$ cat config.mk
export PLATFORM = sky130hd
export DESIGN_NAME = mdu_issue_ctrl_flat
export DESIGN_NICKNAME = d
export VERILOG_FILES = /design/src/rtl/mdu_issue_ctrl_if.sv /design/src/rtl/mdu_issue_ctrl.sv /design/src/flat_wrapper.sv
export SDC_FILE = /design/constraint.sdc
export NUM_CORES = 1
export LEC_CHECK = 0
export BUFFER_PORTS_ARGS = -buffer_cell sky130_fd_sc_hd__clkbuf_2
export CAP_MARGIN = 20
export CORE_MARGIN = 3
export CORE_UTILIZATION = 39
export CTS_CLUSTER_DIAMETER = 100
export DETAILED_ROUTE_END_ITERATION = 8
export GPL_TIMING_DRIVEN = 0
export PLACE_DENSITY = 0.66
export SETUP_SLACK_MARGIN = 0.1
export SYNTH_ARGS = -nofsm -noshare
export SYNTH_HDL_FRONTEND = slang
export SYNTH_SLANG_ARGS = --single-unit
$ cat constraint.sdc
create_clock -name clk -period 5.3 [get_ports clk]
set_input_delay 0.53 -clock clk [delete_from_list [all_inputs] [get_ports clk]]
set_output_delay 0.53 -clock clk [all_outputs]
set_load 0.05 [all_outputs]
$ cat src/rtl/mdu_issue_ctrl_if.sv
// ---------------------------------------------------------------------------
// mdu_issue_ctrl_if
// Bundles every non-clock/reset signal of the MDU issue/writeback controller.
// Member names keep the controller's point of view (_i = into controller,
// _o = out of controller).
//   slave  modport : the controller itself (mdu_issue_ctrl)
//   master modport : the environment (decode + MDU + writeback consumer)
// Signals:
//   i_valid/o_ready             decode op handshake
//   i_op/i_rd/i_op1/i_op2       op, destination tag, operands
//   i_flush                     kill all ops in flight
//   i_rs1/i_rs2, o_hazard       RAW hazard query from decode
//   o_mdu_enable/op/op1/op2     issue port to the fixed-latency MDU
//   i_mdu_result                MDU result, valid LATENCY cycles after issue
//   o_wb_valid/o_wb_rd/o_wb_data single writeback port
//   o_busy                      any op in flight
// ---------------------------------------------------------------------------
interface mdu_issue_ctrl_if #(
  parameter int REG_WIDTH = 32,
  parameter int TAG_WIDTH = 5
);
  logic                 i_valid;
  logic                 o_ready;
  logic [2:0]           i_op;
  logic [TAG_WIDTH-1:0] i_rd;
  logic [REG_WIDTH-1:0] i_op1;
  logic [REG_WIDTH-1:0] i_op2;
  logic                 i_flush;
  logic [TAG_WIDTH-1:0] i_rs1;
  logic [TAG_WIDTH-1:0] i_rs2;
  logic                 o_hazard;
  logic                 o_mdu_enable;
  logic [2:0]           o_mdu_op;
  logic [REG_WIDTH-1:0] o_mdu_op1;
  logic [REG_WIDTH-1:0] o_mdu_op2;
  logic [REG_WIDTH-1:0] i_mdu_result;
  logic                 o_wb_valid;
  logic [TAG_WIDTH-1:0] o_wb_rd;
  logic [REG_WIDTH-1:0] o_wb_data;
  logic                 o_busy;

  modport slave (
    input  i_valid, i_op, i_rd, i_op1, i_op2, i_flush, i_rs1, i_rs2, i_mdu_result,
    output o_ready, o_hazard, o_mdu_enable, o_mdu_op, o_mdu_op1, o_mdu_op2,
           o_wb_valid, o_wb_rd, o_wb_data, o_busy
  );

  modport master (
    output i_valid, i_op, i_rd, i_op1, i_op2, i_flush, i_rs1, i_rs2, i_mdu_result,
    input  o_ready, o_hazard, o_mdu_enable, o_mdu_op, o_mdu_op1, o_mdu_op2,
           o_wb_valid, o_wb_rd, o_wb_data, o_busy
  );
endinterface

$ cat src/rtl/mdu_issue_ctrl.sv
// ---------------------------------------------------------------------------
// mdu_issue_ctrl
// Issue and writeback controller for a pipelined, fixed-latency multiply /
// divide unit. Accepts ops from decode, issues normal ops to the MDU, resolves
// RISC-V divide-by-zero and signed-overflow cases locally (fast path), tracks
// destination tags in flight, arbitrates the single writeback port and answers
// RAW hazard queries.
// Ports:
//   clk  clock
//   rst  asynchronous, active-high reset
//   bus  mdu_issue_ctrl_if.slave (handshake, MDU port, writeback, hazard query)
// Parameters:
//   REG_WIDTH  operand/result width
//   LATENCY    MDU issue-to-result latency in cycles (>= 1)
//   TAG_WIDTH  destination register index width
// ---------------------------------------------------------------------------
module mdu_issue_ctrl #(
  parameter int REG_WIDTH = 32,
  parameter int LATENCY   = 5,
  parameter int TAG_WIDTH = 5
) (
  input  logic              clk,
  input  logic              rst,
  mdu_issue_ctrl_if.slave   bus
);

  localparam logic [2:0] OP_DIV  = 3'd4;
  localparam logic [2:0] OP_DIVU = 3'd5;
  localparam logic [2:0] OP_REM  = 3'd6;
  localparam logic [2:0] OP_REMU = 3'd7;

  localparam logic [REG_WIDTH-1:0] ZERO_W   = {REG_WIDTH{1'b0}};
  localparam logic [REG_WIDTH-1:0] ALL_ONES = {REG_WIDTH{1'b1}};
  localparam logic [REG_WIDTH-1:0] INT_MIN  = {1'b1, {(REG_WIDTH-1){1'b0}}};
  localparam logic [TAG_WIDTH-1:0] ZERO_T   = {TAG_WIDTH{1'b0}};

  // Returns {is_fast, result}. Fast ops are the divide special cases whose
  // result is known without the MDU: x/0, x%0 and INT_MIN / -1 (signed only).
  function automatic logic [REG_WIDTH:0] fast_path(
    input logic [2:0]           op,
    input logic [REG_WIDTH-1:0] a,
    input logic [REG_WIDTH-1:0] b
  );
    logic [REG_WIDTH:0] res;
    logic               div0;
    logic               ovf;
    div0 = (b == ZERO_W);
    ovf  = (a == INT_MIN) && (b == ALL_ONES);
    case (op)
      OP_DIV: begin
        if (div0) begin
          res = {1'b1, ALL_ONES};
        end else if (ovf) begin
          res = {1'b1, INT_MIN};
        end else begin
          res = {1'b0, ZERO_W};
        end
      end
      OP_DIVU: res = div0 ? {1'b1, ALL_ONES} : {1'b0, ZERO_W};
      OP_REM: begin
        if (div0) begin
          res = {1'b1, a};
        end else if (ovf) begin
          res = {1'b1, ZERO_W};
        end else begin
          res = {1'b0, ZERO_W};
        end
      end
      OP_REMU: res = div0 ? {1'b1, a} : {1'b0, ZERO_W};
      default: res = {1'b0, ZERO_W};
    endcase
    return res;
  endfunction

  // Tag pipe: stage i holds the op issued i+1 cycles ago; the tail stage
  // lines up with the MDU result of that op.
  logic [LATENCY-1:0]   tag_vld_q, tag_vld_d;
  logic [TAG_WIDTH-1:0] tag_rd_q [LATENCY];
  logic [TAG_WIDTH-1:0] tag_rd_d [LATENCY];

  // One-entry buffer for fast-path results waiting for the writeback port.
  logic                 fbuf_vld_q, fbuf_vld_d;
  logic [TAG_WIDTH-1:0] fbuf_rd_q, fbuf_rd_d;
  logic [REG_WIDTH-1:0] fbuf_data_q, fbuf_data_d;

  // Writeback register.
  logic                 wb_vld_q, wb_vld_d;
  logic [TAG_WIDTH-1:0] wb_rd_q, wb_rd_d;
  logic [REG_WIDTH-1:0] wb_data_q, wb_data_d;

  logic                 rd_nz_s;
  logic                 waw_hit_s;
  logic                 rs1_hit_s;
  logic                 rs2_hit_s;
  logic                 ready_s;
  logic                 accept_s;
  logic                 is_fast_s;
  logic [REG_WIDTH-1:0] fast_data_s;
  logic                 issue_s;
  logic                 fast_load_s;
  logic                 tail_vld_s;
  logic                 fbuf_drain_s;

  // Fast-path classification of the op presented by decode.
  always_comb begin
    {is_fast_s, fast_data_s} = fast_path(bus.i_op, bus.i_op1, bus.i_op2);
  end

  // Tag match against every pending writer: tag pipe, fast buffer, wb register.
  always_comb begin
    waw_hit_s = (fbuf_vld_q && (fbuf_rd_q == bus.i_rd)) ||
                (wb_vld_q   && (wb_rd_q   == bus.i_rd));
    rs1_hit_s = (fbuf_vld_q && (fbuf_rd_q == bus.i_rs1)) ||
                (wb_vld_q   && (wb_rd_q   == bus.i_rs1));
    rs2_hit_s = (fbuf_vld_q && (fbuf_rd_q == bus.i_rs2)) ||
                (wb_vld_q   && (wb_rd_q   == bus.i_rs2));
    for (int i = 0; i < LATENCY; i++) begin
      waw_hit_s = waw_hit_s | (tag_vld_q[i] && (tag_rd_q[i] == bus.i_rd));
      rs1_hit_s = rs1_hit_s | (tag_vld_q[i] && (tag_rd_q[i] == bus.i_rs1));
      rs2_hit_s = rs2_hit_s | (tag_vld_q[i] && (tag_rd_q[i] == bus.i_rs2));
    end
  end

  // Accept / issue decisions. Ready is also held low while rst is asserted so
  // that nothing can be issued from a controller whose state is being cleared.
  always_comb begin
    rd_nz_s     = (bus.i_rd != ZERO_T);
    ready_s     = !rst && !bus.i_flush && !fbuf_vld_q && !(rd_nz_s && waw_hit_s);
    accept_s    = bus.i_valid && ready_s;
    issue_s     = accept_s && !is_fast_s && rd_nz_s;
    fast_load_s = accept_s && is_fast_s && rd_nz_s;
    tail_vld_s  = tag_vld_q[LATENCY-1];
  end

  // Tag pipe next state: shift by one every cycle, flush clears all valids.
  always_comb begin
    tag_vld_d[0] = issue_s && !bus.i_flush;
    tag_rd_d[0]  = bus.i_rd;
    for (int i = 1; i < LATENCY; i++) begin
      tag_vld_d[i] = tag_vld_q[i-1] && !bus.i_flush;
      tag_rd_d[i]  = tag_rd_q[i-1];
    end
  end

  // Writeback arbitration: an arriving MDU result always wins over the buffer.
  always_comb begin
    wb_vld_d     = 1'b0;
    wb_rd_d      = wb_rd_q;
    wb_data_d    = wb_data_q;
    fbuf_drain_s = 1'b0;
    if (bus.i_flush) begin
      wb_vld_d = 1'b0;
    end else if (tail_vld_s) begin
      wb_vld_d  = 1'b1;
      wb_rd_d   = tag_rd_q[LATENCY-1];
      wb_data_d = bus.i_mdu_result;
    end else if (fbuf_vld_q) begin
      wb_vld_d     = 1'b1;
      wb_rd_d      = fbuf_rd_q;
      wb_data_d    = fbuf_data_q;
      fbuf_drain_s = 1'b1;
    end else begin
      wb_vld_d = 1'b0;
    end
  end

  // Fast buffer next state. A load can only happen when the buffer is empty,
  // since a full buffer holds o_ready low.
  always_comb begin
    fbuf_vld_d  = fbuf_vld_q;
    fbuf_rd_d   = fbuf_rd_q;
    fbuf_data_d = fbuf_data_q;
    if (bus.i_flush) begin
      fbuf_vld_d = 1'b0;
    end else if (fast_load_s) begin
      fbuf_vld_d  = 1'b1;
      fbuf_rd_d   = bus.i_rd;
      fbuf_data_d = fast_data_s;
    end else if (fbuf_drain_s) begin
      fbuf_vld_d = 1'b0;
    end else begin
      fbuf_vld_d = fbuf_vld_q;
    end
  end

  // Tag pipe registers.
  always_ff @(posedge clk or posedge rst) begin
    if (rst) begin
      tag_vld_q <= {LATENCY{1'b0}};
      for (int i = 0; i < LATENCY; i++) begin
        tag_rd_q[i] <= ZERO_T;
      end
    end else begin
      tag_vld_q <= tag_vld_d;
      for (int i = 0; i < LATENCY; i++) begin
        tag_rd_q[i] <= tag_rd_d[i];
      end
    end
  end

  // Fast buffer registers.
  always_ff @(posedge clk or posedge rst) begin
    if (rst) begin
      fbuf_vld_q  <= 1'b0;
      fbuf_rd_q   <= ZERO_T;
      fbuf_data_q <= ZERO_W;
    end else begin
      fbuf_vld_q  <= fbuf_vld_d;
      fbuf_rd_q   <= fbuf_rd_d;
      fbuf_data_q <= fbuf_data_d;
    end
  end

  // Writeback registers.
  always_ff @(posedge clk or posedge rst) begin
    if (rst) begin
      wb_vld_q  <= 1'b0;
      wb_rd_q   <= ZERO_T;
      wb_data_q <= ZERO_W;
    end else begin
      wb_vld_q  <= wb_vld_d;
      wb_rd_q   <= wb_rd_d;
      wb_data_q <= wb_data_d;
    end
  end

  // Output drive. The hazard answer ignores the op being accepted this cycle.
  always_comb begin
    bus.o_ready      = ready_s;
    bus.o_mdu_enable = issue_s;
    bus.o_mdu_op     = bus.i_op;
    bus.o_mdu_op1    = bus.i_op1;
    bus.o_mdu_op2    = bus.i_op2;
    bus.o_hazard     = ((bus.i_rs1 != ZERO_T) && rs1_hit_s) ||
                       ((bus.i_rs2 != ZERO_T) && rs2_hit_s);
    bus.o_busy       = (|tag_vld_q) || fbuf_vld_q || wb_vld_q;
    bus.o_wb_valid   = wb_vld_q;
    bus.o_wb_rd      = wb_rd_q;
    bus.o_wb_data    = wb_data_q;
  end

endmodule
$ cat src/flat_wrapper.sv
// flat-port wrapper written by rule: the top's interface ports become plain ports
module mdu_issue_ctrl_flat 
#(
  parameter int REG_WIDTH = 32,
  parameter int LATENCY   = 5,
  parameter int TAG_WIDTH = 5
)
  (clk, rst, bus_i_valid, bus_i_op, bus_i_rd, bus_i_op1, bus_i_op2, bus_i_flush, bus_i_rs1, bus_i_rs2, bus_i_mdu_result, bus_o_ready, bus_o_hazard, bus_o_mdu_enable, bus_o_mdu_op, bus_o_mdu_op1, bus_o_mdu_op2, bus_o_wb_valid, bus_o_wb_rd, bus_o_wb_data, bus_o_busy);
  mdu_issue_ctrl_if #(.REG_WIDTH(REG_WIDTH), .TAG_WIDTH(TAG_WIDTH)) bus_i ();
  input  logic clk;
  input  logic rst;
  input wire logic [$bits(bus_i.i_valid)-1:0] bus_i_valid;
  input wire logic [$bits(bus_i.i_op)-1:0] bus_i_op;
  input wire logic [$bits(bus_i.i_rd)-1:0] bus_i_rd;
  input wire logic [$bits(bus_i.i_op1)-1:0] bus_i_op1;
  input wire logic [$bits(bus_i.i_op2)-1:0] bus_i_op2;
  input wire logic [$bits(bus_i.i_flush)-1:0] bus_i_flush;
  input wire logic [$bits(bus_i.i_rs1)-1:0] bus_i_rs1;
  input wire logic [$bits(bus_i.i_rs2)-1:0] bus_i_rs2;
  input wire logic [$bits(bus_i.i_mdu_result)-1:0] bus_i_mdu_result;
  output wire logic [$bits(bus_i.o_ready)-1:0] bus_o_ready;
  output wire logic [$bits(bus_i.o_hazard)-1:0] bus_o_hazard;
  output wire logic [$bits(bus_i.o_mdu_enable)-1:0] bus_o_mdu_enable;
  output wire logic [$bits(bus_i.o_mdu_op)-1:0] bus_o_mdu_op;
  output wire logic [$bits(bus_i.o_mdu_op1)-1:0] bus_o_mdu_op1;
  output wire logic [$bits(bus_i.o_mdu_op2)-1:0] bus_o_mdu_op2;
  output wire logic [$bits(bus_i.o_wb_valid)-1:0] bus_o_wb_valid;
  output wire logic [$bits(bus_i.o_wb_rd)-1:0] bus_o_wb_rd;
  output wire logic [$bits(bus_i.o_wb_data)-1:0] bus_o_wb_data;
  output wire logic [$bits(bus_i.o_busy)-1:0] bus_o_busy;
  assign bus_i.i_valid = bus_i_valid;
  assign bus_i.i_op = bus_i_op;
  assign bus_i.i_rd = bus_i_rd;
  assign bus_i.i_op1 = bus_i_op1;
  assign bus_i.i_op2 = bus_i_op2;
  assign bus_i.i_flush = bus_i_flush;
  assign bus_i.i_rs1 = bus_i_rs1;
  assign bus_i.i_rs2 = bus_i_rs2;
  assign bus_i.i_mdu_result = bus_i_mdu_result;
  assign bus_o_ready = bus_i.o_ready;
  assign bus_o_hazard = bus_i.o_hazard;
  assign bus_o_mdu_enable = bus_i.o_mdu_enable;
  assign bus_o_mdu_op = bus_i.o_mdu_op;
  assign bus_o_mdu_op1 = bus_i.o_mdu_op1;
  assign bus_o_mdu_op2 = bus_i.o_mdu_op2;
  assign bus_o_wb_valid = bus_i.o_wb_valid;
  assign bus_o_wb_rd = bus_i.o_wb_rd;
  assign bus_o_wb_data = bus_i.o_wb_data;
  assign bus_o_busy = bus_i.o_busy;
  mdu_issue_ctrl #(.REG_WIDTH(REG_WIDTH), .LATENCY(LATENCY), .TAG_WIDTH(TAG_WIDTH)) u_core (.clk(clk), .rst(rst), .bus(bus_i));
endmodule
# --- Yosys cells after proc, flatten, opt, wreduce, memory -nomap -nowiden ---
# Index checks and enable logic that the tools add are counted.
totals:
  ff_bits: 106
  in_bits: 118
  wordCells: 132
op_classes:
  eq_ne: 27
  muxes: 19
  bitwise: 16
  n_reduce_logical: 58
op_table:
  columns: ["cell", "count"]
  rows:
  - ["$mux W33", 6]
  - ["$pmux W33 S4", 1]
  - ["$eq A5 B5 Y1", 21]
  - ["$eq A32 B32 Y1 const B", 2]
  - ["$mux W32", 2]
  - ["$logic_and A1 B1 Y1", 38]
  - ["$logic_not A32 Y1", 1]
  - ["$or A1 B1 Y1", 15]
  - ["$reduce_bool A5 Y1", 3]
  - ["$eq A3 B3 Y1 const B", 4]
  - ["$mux W5", 2]
  - ["$mux W1", 8]
  - ["$logic_or A1 B1 Y1", 6]
  - ["$logic_not A1 Y1", 5]
  - ["$reduce_or A5 Y1", 1]
  - ["$reduce_and A2 Y1", 2]
  - ["$reduce_bool A3 Y1", 1]
  - ["$reduce_bool A2 Y1", 1]
  - ["$not A1 Y1", 1]

# --- Longest topological paths before layout ---
logic_depth:
  depth_word: 16
  mapped_depth: 9
  depth_no_buf: 6

# --- Worst setup path before layout ---
# Ideal clock, no wire load.
synth_timing:
  path_kind: "input port to output port"
  start: "input bus_i_rd[0]"
  end: "output bus_o_ready"
  arrival_ns: 2.481
  setup_slack_ns: 2.289
  stages: 7
  path_buffers: 1
  cell_sequence: "buf_2 -> xor2_1 -> nor4_1 -> nand3_1 -> and4_1 -> nand2_1 -> a21boi_0"
synth_via:
  elab_chain_len: 11
  elab_cells_between_ends: 24
  cone_classes: "eq/ne: 7; bitwise: 5; reduce/logical: 12"
synth_rtl:
  columns: ["element", "line_no", "rtl"]
  rows:
  - ["start, declared", "flat_wrapper.sv:14", "input wire logic [$bits(bus_i.i_rd)-1:0] bus_i_rd;"]
  - ["$eq A5 B5 Y1 (on tied branches)", "mdu_issue_ctrl.sv:111, mdu_issue_ctrl.sv:112", null]
  - ["$logic_and A1 B1 Y1 (on tied branches)", "mdu_issue_ctrl.sv:111, mdu_issue_ctrl.sv:112", null]
  - ["$logic_or A1 B1 Y1", "mdu_issue_ctrl.sv:111", "waw_hit_s = (fbuf_vld_q && (fbuf_rd_q == bus.i_rd)) ||"]
  - ["$or A1 B1 Y1 (5 in series)", "mdu_issue_ctrl.sv:118", "waw_hit_s = waw_hit_s | (tag_vld_q[i] && (tag_rd_q[i] == bus.i_rd));"]
  - ["$logic_and A1 B1 Y1 (*)", "mdu_issue_ctrl.sv:128", "ready_s = !rst && !bus.i_flush && !fbuf_vld_q && !(rd_nz_s && waw_hit_s);"]
  - ["$logic_not A1 Y1 (*)", "mdu_issue_ctrl.sv:128", null]
  - ["$logic_and A1 B1 Y1 (*)", "mdu_issue_ctrl.sv:128", null]
  - ["end, declared", "flat_wrapper.sv:21", "output wire logic [$bits(bus_i.o_ready)-1:0] bus_o_ready;"]
# Every way passes the cells marked *; elsewhere a longest branch is shown, timed or not.

# --- Worst setup path after layout ---
layout_timing:
  start: "register u_core.tag_vld_q[4]"
  end: "output bus_o_hazard"
layout_via:
  elab_chain_len: 4
  elab_cells_between_ends: 7
  cone_classes: "bitwise: 2; reduce/logical: 5"
layout_rtl:
  columns: ["element", "line_no", "rtl"]
  rows:
  - ["start, declared", "mdu_issue_ctrl.sv:77", "logic [LATENCY-1:0] tag_vld_q, tag_vld_d;"]
  - ["start signal, assigned", "mdu_issue_ctrl.sv:189", "tag_vld_q <= {LATENCY{1'b0}};"]
  - ["start signal, assigned", "mdu_issue_ctrl.sv:194", "tag_vld_q <= tag_vld_d;"]
  - ["$logic_and A1 B1 Y1 (on tied branches)", "mdu_issue_ctrl.sv:119, mdu_issue_ctrl.sv:120", null]
  - ["$or A1 B1 Y1 (on tied branches)", "mdu_issue_ctrl.sv:119, mdu_issue_ctrl.sv:120", null]
  - ["$logic_and A1 B1 Y1 (on tied branches)", "mdu_issue_ctrl.sv:234, mdu_issue_ctrl.sv:235", null]
  - ["$logic_or A1 B1 Y1 (*)", "mdu_issue_ctrl.sv:234", "bus.o_hazard = ((bus.i_rs1 != ZERO_T) && rs1_hit_s) ||"]
  - ["end, declared", "flat_wrapper.sv:22", "output wire logic [$bits(bus_i.o_hazard)-1:0] bus_o_hazard;"]
# Marked as above.

==> impl_metrics.csv <==
group,metric,value,unit
status,outcome,"finished clean",
clocking,cts_buffers,9,
global_routing,grt.total_usage,0.226,
clocking,clk_path_buf_depth,2,
worst_setup_path,rr_endpoint,"u_core.fbuf_data_q[9]",
routing,wl_per_cell,18.3,um
worst_setup_path,r2r_setup_slack,3.06,ns
routing,routed_wl,19.5,mm
sta,min_period,2.88,ns
cells_and_area,nNetsFinal,963,
floorplanning,boundaryPins,227,
synthesis,ys_ff_latch,106,
power_and_ir_drop,power_switching,0.000576,W
sta,hold_slack,0.221,ns
worst_setup_path,cp.arrival,2.35,ns
sta,fin_skew,0.00651,ns
floorplanning,start_util,0.400,
power_and_ir_drop,pwr-share-clk,0.365,
worst_setup_path,path_class,"reg -> out",
routing,vias_per_cell,5.03,
worst_setup_path,worst-r2r-cell-count,7,
global_routing,antenna_found_initial,0,
place,gp_congestion,0.845,
clocking,postCtsHoldBufs,0,
sta,tightest_slew,0.865,ns
power_and_ir_drop,ir_worst_vdd,0.177,mV
clocking,cts-root-buf,"clkbuf_16",
place,place_hpwl,15.0,mm
synthesis,ys_warn_count,0,
sta,final_max_slew_viol_count,0,
power_and_ir_drop,comb_power_share,0.195,
power_and_ir_drop,cellLeakagePower,3.75,nW
synthesis,syn_inst,617,
routing,drtAntennaViolNets,0,
worst_setup_path,crit_path_frequent_cell,"clkbuf_1",
synthesis,netlist_area,0.00613,sq mm
power_and_ir_drop,p_sw_frac,0.300,
synthesis,synth_area_per_cell,9.94,sq um
worst_setup_path,reg2reg_from,"u_core.fbuf_rd_q[1]",
synthesis,syn-num-nets,735,
floorplanning,die_x,131,um
sta,slew_headroom,0.423,
place,port_buffers,216,
worst_setup_path,worst-path-max-fanout,10,
floorplanning,die_area,0.0173,sq mm
clocking,cts.repair.resized,0,
power_and_ir_drop,pwr-share-seq,0.440,
floorplanning,fp-row-count,45,
sta,setup-tns-final,0,ns
worst_setup_path,endpoint_kind,"primary output",
clocking,post_cts_buffers,0,
sta,finalSetupViolations,0,
clocking,cts_tree,"built",
sta,fmax,0.347,GHz
worst_setup_path,crit_path_top_delay_cell,"clkbuf_1",
global_routing,grt_pass1_wl,30.5,mm
sta,hold_viol,0,
clocking,clkTransAtPathRegs,0.07,ns
worst_setup_path,cp.buffers_inverters,3,
global_routing,grt_start_max_net_pins,70,
sta,timing.final.crit_share,0.544,
cells_and_area,fin_cells,1061,
cells_and_area,antenna_cells,0,
routing,vias,5340,
place,dp_slack,2.50,ns
global_routing,gr-total-overflow,0,
worst_setup_path,slowest_delay,0.66,ns
synthesis,synth-seq-area-share,0.433,
worst_setup_path,crit_family,"buffers and inverters",
routing,drtIter0Drc,301,
clocking,clock_latency,0.36,ns
flow_run,maxCapViolCount,0,
worst_setup_path,path_cells,"clkbuf_1 -> clkbuf_1 -> nand3_1 -> nand4_1 -> o22ai_1 -> nand2_1 -> clkbuf_2",
worst_setup_path,worstPathRequired,4.77,ns
cells_and_area,n_fill_cell,1499,
clocking,cts-htree-levels,3,
cells_and_area,area_delta_synth_final,27.4,%
routing,drc,0,
sta,fin_ws,2.42,ns
worst_setup_path,startpoint_type,"flop",
global_routing,grt_pass1_vias,5467,
clocking,cts_num_sinks,106,
sta,grt_setup_unrepaired,"false",
power_and_ir_drop,internal-power,0.00134,W
floorplanning,core_area,0.0153,sq mm
routing,firstDrtPassIters,4,
hold_path,holdCritPathClass,"in -> async",
place,placedCellCount,1045,
cells_and_area,drive_above_1_share,0.376,
floorplanning,die_h,131,um
synthesis,synthDistinctLibCells,35,
power_and_ir_drop,p_per_area,246,mW/mm^2
## cell usage after synthesis
| cell type | instances | area [sq um] |
|---|---|---|
| buf_4 | 67 | 503 |
| o22ai_1 | 3 | 18.8 |
| nand3_2 | 1 | 10.0 |
| xor2_1 | 76 | 666 |
| buf_6 | 4 | 45.0 |
| a21boi_0 | 1 | 7.51 |
| nor2b_1 | 4 | 25.0 |
| nand3_1 | 23 | 115 |
| or3_1 | 1 | 6.26 |
| or4_4 | 1 | 11.3 |
| and4b_1 | 1 | 10.0 |
| nand4b_1 | 3 | 26.3 |
| or2_2 | 1 | 6.26 |
| nand4_1 | 13 | 81.3 |
| nor3_1 | 6 | 30.0 |
| buf_2 | 5 | 25.0 |
| nor2_1 | 40 | 150 |
| dfrtp_1 | 106 | 2650 |
| nor4_2 | 1 | 12.5 |
| o21ai_0 | 39 | 195 |
| o32ai_1 | 1 | 8.76 |
| buf_1 | 2 | 7.51 |
| mux2_4 | 5 | 75.1 |
| clkbuf_1 | 27 | 101 |
| xnor2_1 | 29 | 254 |
| and4_1 | 1 | 8.76 |
| or4_1 | 3 | 22.5 |
| mux2_2 | 1 | 11.3 |
| o2bb2ai_1 | 31 | 272 |
| nand2_1 | 47 | 176 |
| nor4_1 | 32 | 200 |
| and3_1 | 1 | 6.26 |
| inv_1 | 3 | 11.3 |
| o21ai_2 | 1 | 8.76 |
| mux2i_1 | 37 | 370 |
## how the worst max path moves through the flow
stage,startpoint,end,cells past startpoint
after detailed placement,bus_i_op1[15],bus_o_mdu_enable,7
final,u_core.tag_vld_q[4],bus_o_hazard,7
after global routing,u_core.tag_vld_q[4],bus_o_hazard,7
after CTS,u_core.tag_vld_q[4],bus_o_hazard,7
after floorplan,rst,u_core.bus.o_wb_data[0],1
after global placement,rst,u_core.bus.o_wb_data[6],2
## layout make-up
| type | instances | area, sq um | share of cell area |
|---|---|---|---|
| timing repair buffer | 217 | 1110 | 0.142 |
| sequential | 106 | 2650 | 0.340 |
| clock buffer | 12 | 256 | 0.0328 |
| multi-input combinational | 403 | 2790 | 0.357 |
| clock inverter | 4 | 50.0 | 0.00641 |
| inverter | 3 | 13.8 | 0.00176 |
| tap | 211 | 264 | 0.0338 |
| buffer | 105 | 682 | 0.0873 |
## logic make-up after synthesis
logic type,Yosys count,synth area share
flops,106,0.433
mux,43,0.0745
buf+inv,108,0.113
compound gates,76,0.0833
xor+xnor,105,0.150
simple gates,179,0.147
## per-layer routing
layer,track usage,up-vias,part of all wire
met5,0,-,0
met3,0.0444,29,0.059
met1,0.270,2576,0.39
met4,0.0770,0,0.023
li1,-,2543,-
met2,0.406,192,0.53
## per-stage QoR
stage / cell area [sq um] / util / total power (W)
global route: 7810 / 0.510 / 0.00200
global placement: 7480 / 0.488 / 0.00123
finish: 7810 / 0.510 / 0.00192
CTS: 7810 / 0.510 / 0.00193
floorplan: 6130 / - / 0.00111
detailed placement: 7510 / 0.490 / 0.00124
## placed cells by master (no fill, tap or decap), types with 2 or more instances in the layout
cell type | Yosys | layout
nor2b_1 | 4 | 4
nor3_1 | 6 | 6
buf_6 | 4 | 4
nor2_1 | 40 | 40
mux2i_1 | 37 | 37
clkbuf_2 | 0 | 216
xnor2_1 | 29 | 29
nor4_1 | 32 | 32
mux2_4 | 5 | 5
o22ai_1 | 3 | 3
buf_2 | 5 | 5
buf_1 | 2 | 2
clkbuf_8 | 0 | 2
nand3_1 | 23 | 23
o2bb2ai_1 | 31 | 31
clkinvlp_4 | 0 | 2
nand4b_1 | 3 | 3
nand2_1 | 47 | 47
inv_1 | 3 | 2
buf_4 | 67 | 67
clkbuf_16 | 0 | 9
clkbuf_1 | 27 | 28
dfrtp_1 | 106 | 106
nand4_1 | 13 | 13
o21ai_0 | 39 | 39
xor2_1 | 76 | 76
or4_1 | 3 | 3
## state kept, by name (all words and copies together) (netlist names)
| signal | flops |
|---|---|
| u_core.bus.o_wb_valid | 1 |
| u_core.fbuf_data_q | 32 |
| u_core.tag_vld_q | 5 |
| u_core.fbuf_vld_q | 1 |
| u_core.fbuf_rd_q | 5 |
| u_core.bus.o_wb_data | 32 |
| u_core.tag_rd_d | 20 |
| u_core.bus.o_wb_rd | 5 |
| u_core.tag_rd_q | 5 |
## power by group through the flow
stage	logic (W)	clock network, W	registers [W]
6_report	0.000375	0.000700	0.000846
5_1_grt	0.000402	0.000749	0.000847
4_1_cts	0.000379	0.000710	0.000845
3_5_place_dp	0.000377	0	0.000861
3_3_place_gp	0.000371	0	0.000861
2_1_floorplan	0.000248	0	0.000864
Note: power is estimated with default switching activity, not from simulation.
